File: src/rtl/tree_adder_pkg.sv
// rtl/tree_adder_pkg.sv - shared widths and sizing helper for the tree adder
package tree_adder_pkg;

    localparam int WAB_DEFAULT = 4;
    localparam int WCD_DEFAULT = 8;

    // Two extra bits: one per adder level, so the final sum can never wrap.
    function automatic int sum_width(input int wab, input int wcd);
        return ((wab > wcd) ? wab : wcd) + 2;
    endfunction

endpackage

File: src/rtl/adder_stage.sv
// rtl/adder_stage.sv - registered unsigned adder with valid pass-through
module adder_stage #(
    parameter int WA = 4,
    parameter int WB = 4,
    parameter int WO = 5
) (
    input  logic          clk,
    input  logic          rst,
    input  logic          in_valid,
    input  logic [WA-1:0] a,
    input  logic [WB-1:0] b,
    output logic [WO-1:0] y,
    output logic          out_valid
);

    // Data registers run every cycle; the valid bit only qualifies them.
    always_ff @(posedge clk) begin
        if (rst) begin
            y         <= '0;
            out_valid <= 1'b0;
        end else begin
            y         <= WO'(a) + WO'(b);
            out_valid <= in_valid;
        end
    end

endmodule

File: src/rtl/tree_adder_procedural.sv
// rtl/tree_adder_procedural.sv - two-level pipelined adder tree (a+b)+(c+d)
module tree_adder_procedural
    import tree_adder_pkg::*;
#(
    parameter int WAB = WAB_DEFAULT,
    parameter int WCD = WCD_DEFAULT
) (
    input  logic                             clk,
    input  logic                             rst,
    input  logic                             in_valid,
    input  logic [WAB-1:0]                   a,
    input  logic [WAB-1:0]                   b,
    input  logic [WCD-1:0]                   c,
    input  logic [WCD-1:0]                   d,
    output logic [WAB:0]                     sum1,
    output logic [WCD:0]                     sum2,
    output logic [sum_width(WAB, WCD)-1:0]   sum,
    output logic                             mid_valid,
    output logic                             out_valid
);

    localparam int WS = sum_width(WAB, WCD);

    logic valid_ab;
    logic valid_cd;

    adder_stage #(.WA(WAB), .WB(WAB), .WO(WAB + 1)) u_stage_ab (
        .clk       (clk),
        .rst       (rst),
        .in_valid  (in_valid),
        .a         (a),
        .b         (b),
        .y         (sum1),
        .out_valid (valid_ab)
    );

    adder_stage #(.WA(WCD), .WB(WCD), .WO(WCD + 1)) u_stage_cd (
        .clk       (clk),
        .rst       (rst),
        .in_valid  (in_valid),
        .a         (c),
        .b         (d),
        .y         (sum2),
        .out_valid (valid_cd)
    );

    // Both first-level valids are identical copies of in_valid delayed once.
    assign mid_valid = valid_ab & valid_cd;

    adder_stage #(.WA(WAB + 1), .WB(WCD + 1), .WO(WS)) u_stage_sum (
        .clk       (clk),
        .rst       (rst),
        .in_valid  (mid_valid),
        .a         (sum1),
        .b         (sum2),
        .y         (sum),
        .out_valid (out_valid)
    );

endmodule

File: config.mk
export PLATFORM = sky130hd
export DESIGN_NAME = tree_adder_procedural
export DESIGN_NICKNAME = d
export VERILOG_FILES = /design/src/rtl/tree_adder_pkg.sv /design/src/rtl/adder_stage.sv /design/src/rtl/tree_adder_procedural.sv
export SDC_FILE = /design/constraint.sdc
export NUM_CORES = 1
export LEC_CHECK = 0
export ABC_AREA = 1
export CELL_PAD_IN_SITES_DETAIL_PLACEMENT = 1
export CELL_PAD_IN_SITES_GLOBAL_PLACEMENT = 1
export CORE_ASPECT_RATIO = 0.75
export CORE_UTILIZATION = 33
export CTS_CLUSTER_DIAMETER = 50
export CTS_CLUSTER_SIZE = 20
export DETAILED_ROUTE_END_ITERATION = 16
export PLACE_DENSITY = 0.87
export SETUP_SLACK_MARGIN = 0.3
export SLEW_MARGIN = 20
export SYNTH_ARGS = -nofsm -noshare
export SYNTH_HDL_FRONTEND = slang
export SYNTH_SLANG_ARGS = --single-unit
File: constraint.sdc
create_clock -name clk -period 2.5 [get_ports clk]
set_input_delay 0.375 -clock clk [delete_from_list [all_inputs] [get_ports clk]]
set_output_delay 0.375 -clock clk [all_outputs]
set_load 0.02 [all_outputs]
==> results of run 1 <==
==> worst reg2reg max path: stages (launching register included) <==
cell,delay [ps]
dfxtp_1,340
ha_1,220
fa_1,400
nand2_1,120
nand2_1,120
and2_4,170
nand2_1,50
nand2_1,50
nor2_1,110
==> where the power goes <==
| group | total (W) | internal [W] | switching, W | leakage (nW) |
|---|---|---|---|---|
| sequential | 0.000483 | 0.000456 | 0.0000271 | 0.216 |
| combinational | 0.000390 | 0.000185 | 0.000205 | 0.755 |
| clock | 0.000232 | 0.000108 | 0.000124 | 0.0216 |
| total | 0.00110 | 0.000749 | 0.000356 | 0.992 |
==> Yosys cell counts (all sizes together) <==
| library cell | instances |
|---|---|
| a21oi | 17 |
| and2 | 3 |
| buf | 1 |
| clkbuf | 1 |
| dfxtp | 26 |
| fa | 3 |
| ha | 17 |
| inv | 27 |
| nand2 | 41 |
| nand3 | 14 |
| nand3b | 3 |
| nor2 | 38 |
| o21a | 1 |
| o21ai | 2 |
| o21bai | 1 |
| or2 | 4 |
==> kinds of logic (layout without fill, tap and decap cells) <==
| group | Yosys count | count (layout) | share of synthesized area [%] |
|---|---|---|---|
| AND/OR/NAND/NOR | 103 | 103 | 30.4 |
| adder cells (fa/ha/maj) | 20 | 20 | 18.7 |
| AO/OA/AOI/OAI | 21 | 21 | 7.55 |
| buffers and inverters | 29 | 83 | 7.72 |
| flip-flops | 26 | 26 | 35.7 |
==> layer usage <==
metal | track usage, % | part of all wire, % | vias to the layer above
met5 | 0 | 0 | -
met4 | 6.88 | 1.2 | 0
met3 | 3.23 | 2.5 | 6
met2 | 39.4 | 54 | 35
met1 | 20.4 | 42 | 700
li1 | - | - | 733
==> flip-flops by register name, summed over array words and instances (netlist names) <==
| name | count |
|---|---|
| u_stage_cd.out_valid | 1 |
| u_stage_ab.y | 5 |
| u_stage_sum.out_valid | 1 |
| u_stage_cd.y | 9 |
| u_stage_sum.y | 10 |
==> cell usage in the layout (no fill, tap or decap), drive strengths merged <==
cell           synthesis  final
buf                    1      1
clkbuf                 1      3
nor2                  38     38
nand3                 14     14
o21bai                 1      1
dfxtp                 26     26
o21ai                  2      2
clkdlybuf4s50          0     52
nand3b                 3      3
or2                    4      4
o21a                   1      1
nand2                 41     41
inv                   27     27
a21oi                 17     17
and2                   3      3
ha                    17     17
fa                     3      3
==> how the worst min path moves through the flow <==
stage	endpoint	start
final	u_stage_sum.out_valid	u_stage_cd.out_valid
after global routing	u_stage_sum.out_valid	u_stage_cd.out_valid
after CTS	u_stage_sum.out_valid	u_stage_cd.out_valid
after detailed placement	u_stage_sum.out_valid	u_stage_cd.out_valid
after global placement	u_stage_sum.out_valid	u_stage_cd.out_valid
after floorplan	u_stage_cd.out_valid	in_valid
==> area by class of cell <==
type | count | area, µm² | area share, %
multi-input combinational | 144 | 826 | 39.6
sequential | 26 | 520 | 25.0
clock buffer | 3 | 41.3 | 1.98
inverter | 27 | 101 | 4.86
timing repair buffer | 53 | 528 | 25.3
tap | 55 | 68.8 | 3.30
==> metrics by stage <==
| step | worst slack (ps) | power, W | std cells | utilization (%) | hold WS (ps) |
|---|---|---|---|---|---|
| 6_report | 735 | 0.00110 | 308 | 50.2 | 432 |
| 5_1_grt | 631 | 0.00118 | 308 | 50.2 | 475 |
| 4_1_cts | 729 | 0.00112 | 308 | 50.2 | 439 |
| 3_5_place_dp | 454 | 0.000883 | 305 | 49.2 | 427 |
| 3_3_place_gp | 529 | 0.000862 | 305 | 49.2 | 414 |
| 2_1_floorplan | 1010 | 0.000705 | 199 | - | 482 |
==> flow_summary.ini, run 1 <==
[run_status]
status = finished, final reports clean

[clock_tree]
cts_sinks = 26
cts_root_buffer = clkbuf_8
postCtsResizedCells = 0
cts-hold-fix-buffers = 0
clkTransAtPathRegs_ps = 80
clkLatencyLatePin_ps = 270
post-cts-setup-buffers = 0
clk_path_buf_depth = 2
cts_inserted_buffers = 3
h-tree-depth = 1
tritoncts = built

[detailed_routing]
drtIter0Drc = 32
wl_per_cell_um = 13.0
final_antenna_net_count = 0
drc = 0
avgViaCountPerCell = 4.79
firstDrtPassIters = 4
wirelength_mm = 4.01
dr_total_vias = 1474

[floorplanning]
die_y_um = 59.6
fp-row-count = 20
core_um2 = 4150
die_w_um = 78.8
initial_utilization_pct = 35.1
io_pins = 53
die_area_um2 = 4690

[power_and_ir_drop]
p_leak_nw = 0.992
power_density_nw_per_um2 = 530
ir_worst_vdd_uv = 286

[cells_and_area]
n_antenna_cell = 0
drive_gt1_share_pct = 3.16
nFillCells = 539
finish.instance_area_um2 = 2090
area_delta_synth_final_pct = 43.0
layout.nets = 302

[logic_synthesis]
netlist.area_leader.share_pct = 35.7
syn_area_um2 = 1460
synth_nets = 246
ys_ff_latch = 26
syn_inst = 199
synthTopCellsByArea = dfxtp_1, ha_1, nand2_1
seq_area_frac_synth_pct = 35.7
synth_area_leader_cell = dfxtp_1
yosysUniqueCellTypes = 17
syn_avg_cell_area_um2 = 7.33
yosysWarnings = 0

[sta]
period_share_pct = 70.6
worst_pin_slew_ps = 535
rsz0062_at_grt = false
maxSlewViolCount = 0
fin_setup_tns_ps = 0
setup_viol = 0
fin_skew_ps = 1.30
slew-limit-headroom_pct = 64.3
max_freq_mhz = 567
hold_viol = 0
period_needed_ps = 1760

[worst_setup_path]
worstSetupPathType = input port to flip-flop
startpoint_type = input port
cpMaxStageDelayCell = clkdlybuf4s50_1
max_stage_delay_ps = 400
crit_cells = 9
r2r_end = u_stage_sum.y[4]
crit_end = u_stage_cd.y[6]
end_kind = flip-flop
crit_arrival_ps = 1930
crit_start = c[0]
critPathMostFrequentCell = nand2_1
cp.required_ps = 2670
rr_worst_depth = 8
crit_buf_inv = 1
cp_max_fo = 4
r2r_setup_slack_ps = 860
worstPathCellList = clkdlybuf4s50_1 -> ha_1 -> fa_1 -> nand2_1 -> nand2_1 -> nand3_1 -> nand3_1 -> nand2_1 -> nor2_1
worst_path_dominant_cell_family = adder cells
reg2reg_from = u_stage_cd.y[0]

[min_path]
holdPathStages = 2
hold_path.class = flip-flop to flip-flop

[placement]
dpl_cell_area_um2 = 2040
port_buffers = 52
hpwl_mm = 3.31
place_congestion = 0.775

[global_routing]
grt_pass1_vias = 1544
grt_start_max_net_pins = 17
grt-ovfl-total = 0
grt_antenna_before_repair = 0
grt_util_all_layers_pct = 19.5
grt_pass1_wl_mm = 6.88

[job]
cap_violations = 0
Note: power is estimated with default switching activity, not from simulation.
==> run 2: changes to the inputs <==
CORE_UTILIZATION = 28   (was 33)
PLACE_DENSITY = 0.79   (was 0.87)
clock period = 1.6 ns   (was 2.5 ns; I/O delays follow)
==> run 2 against run 1 <==
Worst setup slack worse by 640 ps. Final cell count grew 4.9%. Critical path depth is 2 lower. Critical path type is now flip-flop to flip-flop. Combinational power grew 71%. Register-to-register slack worse by 770 ps. Critical endpoint is now u_stage_sum.y[4]. Count of clock-buffer cells in the layout grew 1. Clock skew grew 3.7 ps. Via count grew 1.4%. Global-route usage is 4.0 points lower.
==> flow_summary.ini, run 2 (synthesized netlist as in run 1, its figures left out) <==
[clock_tree]
tritoncts = built
cts_inserted_buffers = 3
cts_root_buffer = clkbuf_8
cts-hold-fix-buffers = 0
cts_sinks = 26
h-tree-depth = 1
clkLatencyLatePin_ps = 270
clkTransAtPathRegs_ps = 90
clk_path_buf_depth = 2

[run_status]
status = finished, final reports clean

[worst_setup_path]
end_kind = flip-flop
worstSetupPathType = flip-flop to flip-flop
max_stage_delay_ps = 380
cpMaxStageDelayCell = fa_2
reg2reg_from = u_stage_ab.y[0]
r2r_setup_slack_ps = 90
startpoint_type = flip-flop
cp_max_fo = 3
critPathMostFrequentCell = nand2_2
crit_arrival_ps = 1670
rr_worst_depth = 7
r2r_end = u_stage_sum.y[4]
worstPathCellList = ha_4 -> fa_2 -> nand2_2 -> nand2_2 -> and2_4 -> nor2_1 -> nor2_2
cp.required_ps = 1770

[floorplanning]
die_area_um2 = 5510
fp-row-count = 22
io_pins = 53
die_y_um = 64.5
initial_utilization_pct = 29.4
die_w_um = 85.4
core_um2 = 4950

[detailed_routing]
avgViaCountPerCell = 4.63
firstDrtPassIters = 4
wirelength_mm = 4.13
drc = 0
final_antenna_net_count = 0
dr_total_vias = 1494
wl_per_cell_um = 12.8
drtIter0Drc = 44

[min_path]
hold_path.class = input port to flip-flop
hold_path_startpoint = c[0]
holdPathStages = 4
min_to = u_stage_cd.y[0]

[sta]
period_share_pct = 94.1
worst_pin_slew_ps = 236
maxSlewViolCount = 0
max_freq_mhz = 664
fin_skew_ps = 4.96
slew-limit-headroom_pct = 84.3
rsz0062_at_grt = true
hold_viol = 0
setup_ws_ps = 94.5
setup_viol = 0
period_needed_ps = 1510
holdWs_ps = 413

[global_routing]
grt_util_all_layers_pct = 15.5
grt_pass1_wl_mm = 6.76
grt_pass1_vias = 1519
grt-ovfl-total = 0
grt_start_max_net_pins = 15
grt_antenna_before_repair = 0

[cells_and_area]
largest_register_ff_count = 10
final_common_cell = dlygate4sd2_1
layout_common_cells = dlygate4sd2_1, nand2_1, nor2_1
area_delta_synth_final_pct = 60.6
final_cells = 323
layout.nets = 311
largest-register = u_stage_sum.y
n_antenna_cell = 0
drive_gt1_share_pct = 24.7
postLayoutCoreUtil_pct = 47.3
reg_top3 = u_stage_sum.y x10, u_stage_cd.y x9, u_stage_ab.y x5

[power_and_ir_drop]
power_density_nw_per_um2 = 791
p_leak_nw = 1.16
finalPower_w = 0.00185
ir_worst_vdd_uv = 257

[placement]
dpl.cell_count = 315
port_buffers = 52
place_ws_ps = -239
hpwl_mm = 3.14
place_congestion = 0.818

[job]
cap_violations = 0
run 2: cell count changes in the layout (fill, tap and decap cells not counted), sizes merged:
cell	delta
buf	+9
clkbuf	+2
clkdlybuf4s15	+2
clkdlybuf4s50	-44
dlygate4sd2	+40
dlymetal6s2s	+1
run 2: repair_timing:
item                       CTS  global route
setup buffers                3             1
gates resized for setup     70            17
setup endpoints to repair   41            15
pin swaps                   21            15
run 2: how the worst max path moves through the flow:
stage | start | to
2_1_floorplan | u_stage_ab.y[0] | u_stage_sum.y[4]
3_3_place_gp | c[0] | u_stage_cd.y[6]
3_5_place_dp | c[0] | u_stage_cd.y[6]
4_1_cts | u_stage_ab.y[0] | u_stage_sum.y[4]
5_1_grt | u_stage_ab.y[0] | u_stage_sum.y[4]
6_report | u_stage_ab.y[0] | u_stage_sum.y[4]
run 2: power breakdown:
part / internal [W] / total (W) / switching, W
combinational: 0.000308 / 0.000666 / 0.000358
sequential: 0.000716 / 0.000763 / 0.0000477
clock: 0.000220 / 0.000426 / 0.000206
run 2: critical path, delay by kind of cell (launching register included):
family | cells | cell delay, ps
flops | 1 | 360
simple gates | 5 | 500
fa+ha+maj | 2 | 540
run 2: metal layers:
| metal | up-vias | track usage (%) | routed length, µm |
|---|---|---|---|
| met3 | 4 | 1.15 | 88 |
| met1 | 708 | 18.0 | 1800 |
| met2 | 30 | 30.1 | 2200 |
| met4 | 0 | 5.00 | 40 |
| li1 | 752 | - | - |
| met5 | - | 0 | 0 |
run 2: cell type report:
type / count / area (µm²)
Inverter: 27 / 101
Fill cell: 606 / 2610
Multi-Input combinational cell: 144 / 1040
Clock buffer: 4 / 55.1
Tap cell: 60 / 75.1
Sequential cell: 26 / 533
Timing Repair Buffer: 62 / 543
run 2: metrics by stage:
step	instance area, µm²	TNS (ps)
2_1_floorplan	1490	0
3_3_place_gp	2120	-682
3_5_place_dp	2120	-997
4_1_cts	2290	0
5_1_grt	2340	0
6_report	2340	0
